File: src/rtl/dfm_pkg.sv
// dfm_pkg: shared types and default widths for the measurement sequencer.
package dfm_pkg;
    typedef enum logic [1:0] {IDLE = 2'd0, GATE = 2'd1, WAIT = 2'd2} ctrl_state_t;
    localparam int RESULT_W  = 64;
    localparam int GATE_W_DEF = 32;
    localparam int TMO_W_DEF  = 32;
    localparam int CNT_W_DEF  = 16;
endpackage

File: src/rtl/dfm_dncnt.sv
// dfm_dncnt: loadable down-counter that holds at zero and flags it.
module dfm_dncnt #(
    parameter int W = 32
) (
    input  logic         clk_i,
    input  logic         rst_n_i,
    input  logic         load_i,
    input  logic         en_i,
    input  logic [W-1:0] val_i,
    output logic         zero_o
);
    logic [W-1:0] cnt;
    always_ff @(posedge clk_i or negedge rst_n_i)
        if (!rst_n_i)
            cnt <= '0;
        else
            cnt <= load_i ? val_i : (en_i && !zero_o) ? cnt - W'(1) : cnt;
    assign zero_o = cnt == '0;
endmodule

File: src/rtl/measure_ctrl.sv
// measure_ctrl: gates the measure core for a programmed time and collects its result,
// single-shot or continuous, with a result timeout.
module measure_ctrl
    import dfm_pkg::*;
#(
    parameter int GATE_W = GATE_W_DEF,
    parameter int TMO_W  = TMO_W_DEF,
    parameter int CNT_W  = CNT_W_DEF
) (
    input  logic                clk_i,
    input  logic                rst_n_i,
    input  logic                start_i,
    input  logic                cont_i,
    input  logic                stop_i,
    input  logic [GATE_W-1:0]   gate_time_i,
    input  logic [TMO_W-1:0]    timeout_i,
    output logic                gate_en_o,
    input  logic                meas_wr_en_i,
    input  logic [RESULT_W-1:0] meas_wr_data_i,
    input  logic                gate_sync_i,
    output logic [RESULT_W-1:0] result_o,
    output logic                result_valid_o,
    output logic                busy_o,
    output logic                gate_active_o,
    output logic                timeout_o,
    output logic                cfg_err_o,
    output logic [CNT_W-1:0]    meas_cnt_o
);
    ctrl_state_t      state;
    logic [TMO_W-1:0] tmo_q;
    logic             cont_q;
    logic             gate_zero, tmo_zero;
    logic             gt_ok, done, rearm, gate_load, tmo_load;

    assign gt_ok     = gate_time_i != '0;
    // A result on the expiry cycle counts as a result, not a timeout.
    assign done      = state == WAIT && (meas_wr_en_i || tmo_zero);
    assign rearm     = done && cont_q && !stop_i;
    assign gate_load = gt_ok && ((state == IDLE && start_i) || rearm);
    assign tmo_load  = state == GATE && gate_zero;
    assign gate_en_o = state == GATE;
    assign busy_o    = state != IDLE;

    // Loaded with N-1 so the zero flag marks the last of N gate cycles.
    dfm_dncnt #(.W(GATE_W)) u_gate_cnt (
        .clk_i   (clk_i),
        .rst_n_i (rst_n_i),
        .load_i  (gate_load),
        .en_i    (state == GATE),
        .val_i   (gate_time_i - GATE_W'(1)),
        .zero_o  (gate_zero)
    );

    dfm_dncnt #(.W(TMO_W)) u_tmo_cnt (
        .clk_i   (clk_i),
        .rst_n_i (rst_n_i),
        .load_i  (tmo_load),
        .en_i    (state == WAIT),
        .val_i   (tmo_q),
        .zero_o  (tmo_zero)
    );

    always_ff @(posedge clk_i or negedge rst_n_i) begin
        if (!rst_n_i) begin
            state          <= IDLE;
            tmo_q          <= '0;
            cont_q         <= 1'b0;
            result_o       <= '0;
            result_valid_o <= 1'b0;
            gate_active_o  <= 1'b0;
            timeout_o      <= 1'b0;
            cfg_err_o      <= 1'b0;
            meas_cnt_o     <= '0;
        end else begin
            result_valid_o <= state == WAIT && meas_wr_en_i;
            gate_active_o  <= gate_sync_i;
            if (state == IDLE && start_i) begin
                cfg_err_o <= !gt_ok;
                if (gt_ok)
                    timeout_o <= 1'b0;
            end
            if (state != IDLE && stop_i)
                cont_q <= 1'b0;
            if (tmo_load)
                state <= WAIT;
            if (state == WAIT && meas_wr_en_i) begin
                result_o   <= meas_wr_data_i;
                meas_cnt_o <= meas_cnt_o + CNT_W'(1);
            end
            if (done && !meas_wr_en_i)
                timeout_o <= 1'b1;
            if (done && !gate_load) begin
                state  <= IDLE;
                cont_q <= 1'b0;
                if (rearm)
                    cfg_err_o <= 1'b1;
            end
            if (gate_load) begin
                state  <= GATE;
                tmo_q  <= timeout_i;
                cont_q <= cont_i && !stop_i;
            end
        end
    end
endmodule

File: config.mk
export PLATFORM = sky130hd
export DESIGN_NAME = measure_ctrl
export DESIGN_NICKNAME = d
export VERILOG_FILES = /design/src/rtl/dfm_pkg.sv /design/src/rtl/dfm_dncnt.sv /design/src/rtl/measure_ctrl.sv
export SDC_FILE = /design/constraint.sdc
export NUM_CORES = 1
export LEC_CHECK = 0
export CORE_MARGIN = 2
export CORE_UTILIZATION = 45
export CTS_CLUSTER_DIAMETER = 100
export DETAILED_ROUTE_END_ITERATION = 6
export PLACE_DENSITY = 0.77
export SLEW_MARGIN = 20
export SYNTH_ARGS = -nofsm -noshare
export SYNTH_HDL_FRONTEND = slang
export SYNTH_SLANG_ARGS = --single-unit
File: constraint.sdc
create_clock -name clk_i -period 5.1 [get_ports clk_i]
set_input_delay 1.275 -clock clk_i [delete_from_list [all_inputs] [get_ports clk_i]]
set_output_delay 1.275 -clock clk_i [all_outputs]
set_load 0.005 [all_outputs]
==> metrics, run 1 <==
top-count cell post-synth nand2_1; clock-pin transition on the worst setup and hold timing paths 0.07 ns; Worst Setup Path Type input port to register; Top-Level Pins between 200 and 250; post-DP HPWL around 17000 um; deepest clock path buffer count 2; Leak about 5.7 nW; Post-Syn Area between 8000 and 9000 um^2; Critical Path AT 5.10 ns; worst-path fanout max 6; Die W 144 um; initial antenna violation count 0; P per Cell Area 274 nW/um^2; Worst Clk Skew around 0.011 ns; ANT cells 0; area leader, netlist dfrtp_1; Worst setup EP type register; async set-reset flop share out of synthesis 1.00; Synth area leaders dfrtp_1 52%, nand2_1 11%, mux2_2 4.2%; Hold Path Origin result_o[48]; Mapped Avg Cell Area 9.48 um^2; # hold bufs at CTS 0; worst min path class register to register; post-route minimum period 4.75 ns; Post-CTS Setup Bufs 0; FP Rows 51; Worst-Margin Slew 0.976 ns; layout cells sized above 1 0.110; Seq. cell area 4580 um^2; Worst VDD drop 0.000212 V; Clock Sinks 183; die area 20700 um^2; Netlist cell types 56; number of global-route vias before repair 7493; port bufs 220; CTS resizes 0; area of the core 19300 um^2; grt total ovfl 0; via count 7695; DRT Pass-1 Iters 5; Synth Net Count roughly 1100; Num CTS Buffers 17; worst skew pair latency 0.42 ns; Worst Setup SP gate_time_i[0]; Total GRT Usage 0.232; Synth-to-Final Area Change 38.9%; sequential element share of the synthesized area 0.519; Final Setup Violations 0; crit share post-route 0.932; multi-input combinational cell area around 4200 um^2; initial drt markers 510; minimum hold slack 0.475 ns; CP Data Required Time about 5.4 ns; total of max-cap violations 0; number of synthesized flops with an enable pin 0; Primary FF master, synth dfrtp_1; Slew headroom 0.349; Max Freq 210 MHz; Yosys reg bits approximately 180; CTS root buf clkbuf_16; CTS tree yes; H-tree Lvls 4; Detail Route Antenna Nets 0; Post-synth top cells 251 x nand2_1, 183 x dfrtp_1, 66 x nor2_1; Layout Utilization 0.634; Ys Warns 0; RSZ-0062 raised after global routing false; Initial Utilization 0.456; Routed WL per cell ~16 um; area share of the largest cell type after synthesis 0.519; filler cell count between 1500 and 2000; gp weighted congestion 0.855; Critical R2R Launch u_tmo_cnt.cnt[2]; first-pass GRT wire length 38000 um; drt total wl 23600 um; die height around 140 um; crit path launch type input port; Nets 1315; Fin. Hold Viols 0; status completed; synthesized instance count 930; max-slew violation count 0; Vias/cell 5.29; detailed-route DRC error count 0; largest net degree at the start of global routing 99
==> report_power, final <==
part | switching [mW] | internal (mW)
sequential | 0.0676 | 1.51
clock | 0.602 | 0.835
combinational | 0.134 | 0.201
total | 0.803 | 2.55
==> per-layer routing <==
layer,GRT usage,wire (um)
met1,0.301,9850
met2,0.378,11600
met3,0.0712,1900
met4,0.0676,253
met5,0,0
==> final timing paths <==
check / slack [ns] / cells past startpoint / endpoint
setup / recovery: 0.35 / 15 / u_gate_cnt.cnt[24]
hold / removal: 0.48 / 2 / result_o[48]
setup reg to reg: 0.80 / 14 / u_gate_cnt.cnt[24]
hold reg to reg: 0.48 / 2 / result_o[48]
max in group asynchronous: 3.19 / 2 / result_o[7]
min in group asynchronous: 0.92 / 1 / result_o[27]
==> state kept, by name, summed over array words and instances (netlist names), 2 cells and up <==
register        flops
meas_cnt_o         16
result_o           64
state               2
tmo_q              32
u_gate_cnt.cnt     32
u_tmo_cnt.cnt      32
==> cell usage in the layout (no fill, tap or decap), types with 12 or more instances in the layout <==
| master | instances |
|---|---|
| nand3_1 | 15 |
| nor3_1 | 29 |
| clkbuf_16 | 17 |
| xor2_1 | 31 |
| mux2_2 | 33 |
| dfrtp_1 | 183 |
| buf_4 | 42 |
| mux2i_1 | 13 |
| nand2_1 | 249 |
| clkdlybuf4s50_1 | 219 |
| and3_1 | 12 |
| nor2_1 | 66 |
| o21ai_0 | 19 |
| xnor2_1 | 42 |
| nor4_1 | 25 |
| a21oi_1 | 48 |
==> final cells by class <==
cell class	instances	area share
clock inverter	15	0.0173
timing repair buffer	262	0.206
inverter	9	0.00276
sequential	183	0.374
multi-input combinational	704	0.339
tap	265	0.0271
clock buffer	17	0.0347
==> critical path, stage by stage <==
cell and delay, ns:
clkdlybuf4s50_1 0.43, or4_4 0.59, nor4b_4 0.36, nand3_2 0.15
o21ai_4 0.13, mux2i_1 0.23, ha_2 0.20, nor3b_4 0.20
nand2_2 0.08, or4_4 0.53, mux2_4 0.31, buf_4 0.14
nor4_1 0.30, a31oi_1 0.08, o21ai_1 0.11
==> kinds of logic (layout without fill, tap and decap cells) <==
kind of cell | after synthesis | count (layout) | share of synthesized area
AND/OR/NAND/NOR | 469 | 469 | 0.248
flip-flops | 183 | 183 | 0.519
adder cells (fa/ha/maj) | 3 | 3 | 0.00426
AO/OA/AOI/OAI | 112 | 112 | 0.0790
buffers and inverters | 43 | 303 | 0.0187
multiplexers | 47 | 47 | 0.0586
XOR/XNOR | 73 | 73 | 0.0725
==> per-stage QoR <==
stage	cells	power (mW)	setup slack, ns	setup TNS [ns]	instance area [um^2]
after floorplan	930	1.74	0.0200	0	8900
after global placement	1423	1.93	0.0101	0	11600
after detailed placement	1423	1.95	-0.0858	-0.153	11600
after CTS	1455	3.39	0.358	0	12300
after global routing	1455	3.48	0.143	0	12300
final	1455	3.35	0.346	0	12300
No activity file was read; power rests on OpenSTA's default activity.
==> run 2, diff against run 1 <==
- PLACE_DENSITY: 0.77 -> not set
- PLACE_DENSITY_LB_ADDON: not set -> 0.2
==> run 2 against run 1 <==
Fmax is 0.32% lower. Largest power group unchanged. Sequential power about the same. Design area down 0.32%. Worst hold slack got worse by 0.0037 ns. Register-to-register slack lost 0.03 ns. Combinational power hardly changed. First-iteration DRC count is 21% lower. Sequential share of layout area rose by 0.12 points. Final cell count unchanged. Core utilization shrank 0.20 points. Via count fell by 2.1%. Routed wire length is 3.8% lower.
==> metrics, run 2 (synthesis gave the netlist of run 1 again) <==
Routed WL per cell 15.6 um; layout cells sized above 1 0.109; FP Rows between 50 and 60; worst r2r path cells 14; Slew headroom 0.307; deepest clock path buffer count 2; Detail Route Antenna Nets 0; flop2flop setup slack roughly 0.77 ns; WP depth 15; Top reg by flops result_o; Synth-to-Final Area Change 38.5%; Top-Level Pins 221; max reg flops 64; # hold bufs at CTS 0; Worst Setup SP gate_time_i[25]; die area 20700 um^2; H-tree Lvls 4; initial drt markers 403; crit share post-route 0.935; Leak 5.65 nW; Vias/cell 5.18; via count around 7500; master of the slowest instance on the critical path or4_4; post-DP HPWL 16000 um; CP top delay family simple AND/OR/NAND/NOR gates; worst-path cell chain clkdlybuf4s50_1, or4_4, nor4b_4, nand3_2, o21ai_4, mux2i_1, ha_2, nor3b_4, nand2_2, or4_4, mux2_4, buf_4, nor2_1, a21oi_1, a22oi_1; Worst Clk Skew 0.0248 ns; worst min path class register to register; number of global-route vias before repair 7227; filler cell count 1631; detailed-route DRC error count 0; Critical R2R Launch u_tmo_cnt.cnt[2]; Fin. Hold Viols 0; Worst VDD drop 0.000226 V; status completed; Initial Utilization 0.456; Critical Path AT roughly 5.1 ns; CP max stage delay 0.56 ns; Total GRT Usage 0.225; fin cells 1455; Final Setup Violations 0; most common cell after layout, fill and taps aside nand2_1; Clock Sinks 183; clock-pin transition on the worst setup and hold timing paths 0.07 ns; CTS root buf clkbuf_16; P per Cell Area about 260 nW/um^2; Die W approximately 140 um; drt total wl 22700 um; area of the core 19300 um^2; buffers and inverters on the worst path 2; ANT cells 0; worst skew pair latency roughly 0.44 ns; DRT Pass-1 Iters 5; post-route minimum period 4.77 ns; Post-CTS Setup Bufs 0; CTS tree yes; worst-path fanout max 4; initial antenna violation count 0; Worst path most repeated cell or4_4; CTS resizes 0; Worst Setup Path Type input port to register; grt total ovfl 0; r2r endpoint u_gate_cnt.cnt[28]; dpl cells about 1400; crit path launch type input port; Worst setup EP type register; CP Data Required Time 5.43 ns; most frequent cells in the layout 249 x nand2_1, 219 x clkdlybuf4s50_1, 183 x dfrtp_1, 66 x nor2_1, 48 x a21oi_1; gp weighted congestion ~0.84; Nets 1315; largest net degree at the start of global routing 91; Num CTS Buffers 17; port bufs 220; total of max-cap violations 0; first-pass GRT wire length 37000 um; CP Capture Point u_gate_cnt.cnt[28]; Worst-Margin Slew 1.04 ns; RSZ-0062 raised after global routing false; Max Freq ~210 MHz; max-slew violation count 0; final setup TNS 0 ns; die height 144 um
-- run 2: cell types whose count changed in the layout (fill, tap and decap cells not counted) --
cell	delta
buf_12	+1
clkbuf_1	+1
clkinv_8	+4
clkinv_2	-1
inv_8	+1
bufinv_16	-4
inv_6	+1
buf_4	-1
clkinvlp_4	-2
-- run 2: area by class of cell --
| type | count | area [um^2] | area share |
|---|---|---|---|
| clock buffer | 18 | 429 | 0.0351 |
| multi-input combinational | 704 | 4150 | 0.340 |
| timing repair buffer | 262 | 2530 | 0.207 |
| sequential | 183 | 4580 | 0.375 |
| clock inverter | 14 | 156 | 0.0128 |
| inverter | 9 | 33.8 | 0.00277 |
| tap | 265 | 332 | 0.0271 |
-- run 2: through the flow --
step	instance area, um^2	hold slack (ns)	power [mW]	util	setup WS [ns]
finish	12200	0.472	3.22	0.632	0.330
global route	12200	0.499	3.35	0.632	0.145
CTS	12200	0.478	3.26	0.632	0.359
detailed placement	11600	0.461	1.95	0.601	-0.0728
global placement	11600	0.455	1.94	0.601	0.0343
floorplan	8900	0.444	1.74	-	0.0200
-- run 2: worst register-to-register path, stage by stage, from the launching register on --
cell and delay, ns:
dfrtp_1 0.45, or4_4 0.57, or4b_4 0.55, nor4_4 0.40, o21ai_4 0.11, mux2i_1 0.18
ha_2 0.20, nor3b_4 0.20, nand2_2 0.09, or4_4 0.54, mux2_4 0.31, buf_4 0.15
nor2_1 0.19, a21oi_1 0.11, a22oi_1 0.20
-- run 2: worst min path at each step --
stage,from,to,cells past startpoint
final,result_o[9],result_o[9],2
after global routing,result_o[2],result_o[2],2
after CTS,meas_cnt_o[15],meas_cnt_o[15],1
after detailed placement,result_o[57],result_o[57],2
after global placement,tmo_q[24],u_tmo_cnt.cnt[24],1
after floorplan,tmo_q[3],u_tmo_cnt.cnt[3],1
-- run 2: metal layers --
layer / routed length (um) / up-vias / global-route usage
met2: 10500 / 195 / 0.346
met3: 1810 / 11 / 0.0755
met4: 157 / 0 / 0.0506
li1: - / 3708 / -
met5: 0 / - / 0
met1: 10200 / 3621 / 0.311
-- run 2: power by group --
group | internal [mW] | leakage (nW) | switching, mW | total (mW)
Combinational | 0.204 | 2.92 | 0.134 | 0.337
Sequential | 1.51 | 2.44 | 0.0663 | 1.58
Clock | 0.660 | 0.287 | 0.641 | 1.30
Total | 2.38 | 5.65 | 0.841 | 3.22
==> run 3, diff against run 2 <==
- CTS_BUF_LIST: not set -> sky130_fd_sc_hd__clkbuf_16
==> run 3 against run 2 <==
First-iteration DRC count unchanged. Routed wire length about the same. Sequential power barely moved. Core utilization stayed put. Clock-buffer cell count down 1. Sequential cell count unchanged. Register-to-register slack about the same. Clock power hardly changed. Clock skew about the same. Worst setup slack hardly changed.
==> metrics, run 3 (synthesis gave the netlist of run 1 again) <==
Final Cell Area ~12000 um^2; initial drt markers ~400; Detail Route Antenna Nets 0; via count 7538; gp weighted congestion 0.840; Worst VDD drop 0.000226 V; Synth-to-Final Area Change 38.5%; P per Cell Area 263 nW/um^2; port bufs 220; drt total wl 22700 um; crit path launch type input port; layout cells sized above 1 0.109; number of global-route vias before repair just over 7000; fin cells approximately 1500; final setup TNS 0 ns; CTS root buf clkbuf_16; worst skew pair latency approximately 0.44 ns; Total GRT Usage 0.225; Post-CTS Setup Bufs 0; placed cell areas 11600 um^2; Clock Sinks between 150 and 200; minimum hold slack 0.472 ns; Worst setup EP type register; deepest clock path buffer count 2; detailed-route DRC error count 0; Slew headroom 0.307; Top reg by flops result_o; ANT cells 0; largest net degree at the start of global routing 91; Sw Ratio 0.261; Worst Clk Skew approximately 0.025 ns; Int Power 2.38 mW; post-route minimum period between 4 and 5 ns; die height 144 um; grt total ovfl 0; Fin. Hold Viols 0; Leak 5.65 nW; first-pass GRT wire length 37000 um; Nets ~1300; Clock power frac 0.404; CTS tree yes; total of max-cap violations 0; worst-path fanout max 4; RSZ-0062 raised after global routing false; P_sw 0.841 mW; most common cell after layout, fill and taps aside nand2_1; DRT Pass-1 Iters 5; Critical Path AT 5.10 ns; area of the core approximately 19000 um^2; Num CTS Buffers 17; Worst Setup Path Type input port to register; max reg flops 64; FP Rows 51; die area 20700 um^2; most frequent cells in the layout 249 x nand2_1, 219 x clkdlybuf4s50_1, 183 x dfrtp_1, 66 x nor2_1, 48 x a21oi_1; Comb pwr share 0.105; Sequential Power Share 0.491; clock-pin transition on the worst setup and hold timing paths roughly 0.07 ns; Worst-Margin Slew about 1.0 ns; Hold Crit Depth 2; Top-Level Pins approximately 220; crit share post-route 0.935; H-tree Lvls 4; Die W about 140 um; Max Freq 210 MHz; Initial Utilization 0.456; initial antenna violation count 0; CTS resizes 0; Routed WL per cell 15.6 um; CP Data Required Time 5.43 ns; max-slew violation count 0; Final Setup Violations 0; # hold bufs at CTS 0; Vias/cell slightly above 5; worst r2r path cells 14; post-DP HPWL ~16000 um; status completed; dpl cells 1423; worst min path class register to register
==> run 3: stage by stage <==
stage	power [mW]	worst slack (ns)	utilization
final	3.22	0.330	0.632
after global routing	3.35	0.145	0.632
after CTS	3.25	0.359	0.632
after detailed placement	1.95	-0.0728	0.601
after global placement	1.94	0.0343	0.601
after floorplan	1.74	0.0200	-
==> run 3: worst max-delay path, stage by stage <==
cell             delay [ns]
clkdlybuf4s50_1        0.42
or4_4                  0.56
nor4b_4                0.36
nand3_2                0.16
o21ai_4                0.12
mux2i_1                0.22
ha_2                   0.20
nor3b_4                0.20
nand2_2                0.09
or4_4                  0.54
mux2_4                 0.31
buf_4                  0.15
nor2_1                 0.19
a21oi_1                0.11
a22oi_1                0.20
==> run 3: per-layer routing <==
layer / wire, um / GRT usage / vias up
li1: - / - / 3708
met1: 10200 / 0.311 / 3620
met2: 10500 / 0.346 / 199
met3: 1830 / 0.0755 / 11
met4: 157 / 0.0506 / 0
met5: 0 / 0 / -
==> run 3: worst paths after layout <==
path | startpoint | endpoint | slack (ns)
worst max-delay path | gate_time_i[25] | u_gate_cnt.cnt[28] | 0.33
worst min-delay path | result_o[9] | result_o[9] | 0.47
worst max register to register | u_tmo_cnt.cnt[2] | u_gate_cnt.cnt[28] | 0.77
worst min register to register | result_o[9] | result_o[9] | 0.47
max in group asynchronous | rst_n_i | result_o[60] | 3.34
min in group asynchronous | rst_n_i | tmo_q[9] | 0.83
==> run 3: cell type report <==
| class | instances | area (um^2) |
|---|---|---|
| clock buffer | 17 | 425 |
| clock inverter | 15 | 160 |
| fill | 1631 | 7120 |
| inverter | 9 | 33.8 |
| multi-input combinational | 704 | 4150 |
| sequential | 183 | 4580 |
| tap | 265 | 332 |
| timing repair buffer | 262 | 2530 |
==> run 3: power by group through the flow <==
stage	clock, mW	sequential, mW	combinational, mW
after floorplan	0	1.59	0.147
after global placement	0	1.61	0.334
after detailed placement	0	1.61	0.339
after CTS	1.33	1.58	0.342
after global routing	1.39	1.59	0.374
final	1.30	1.58	0.337
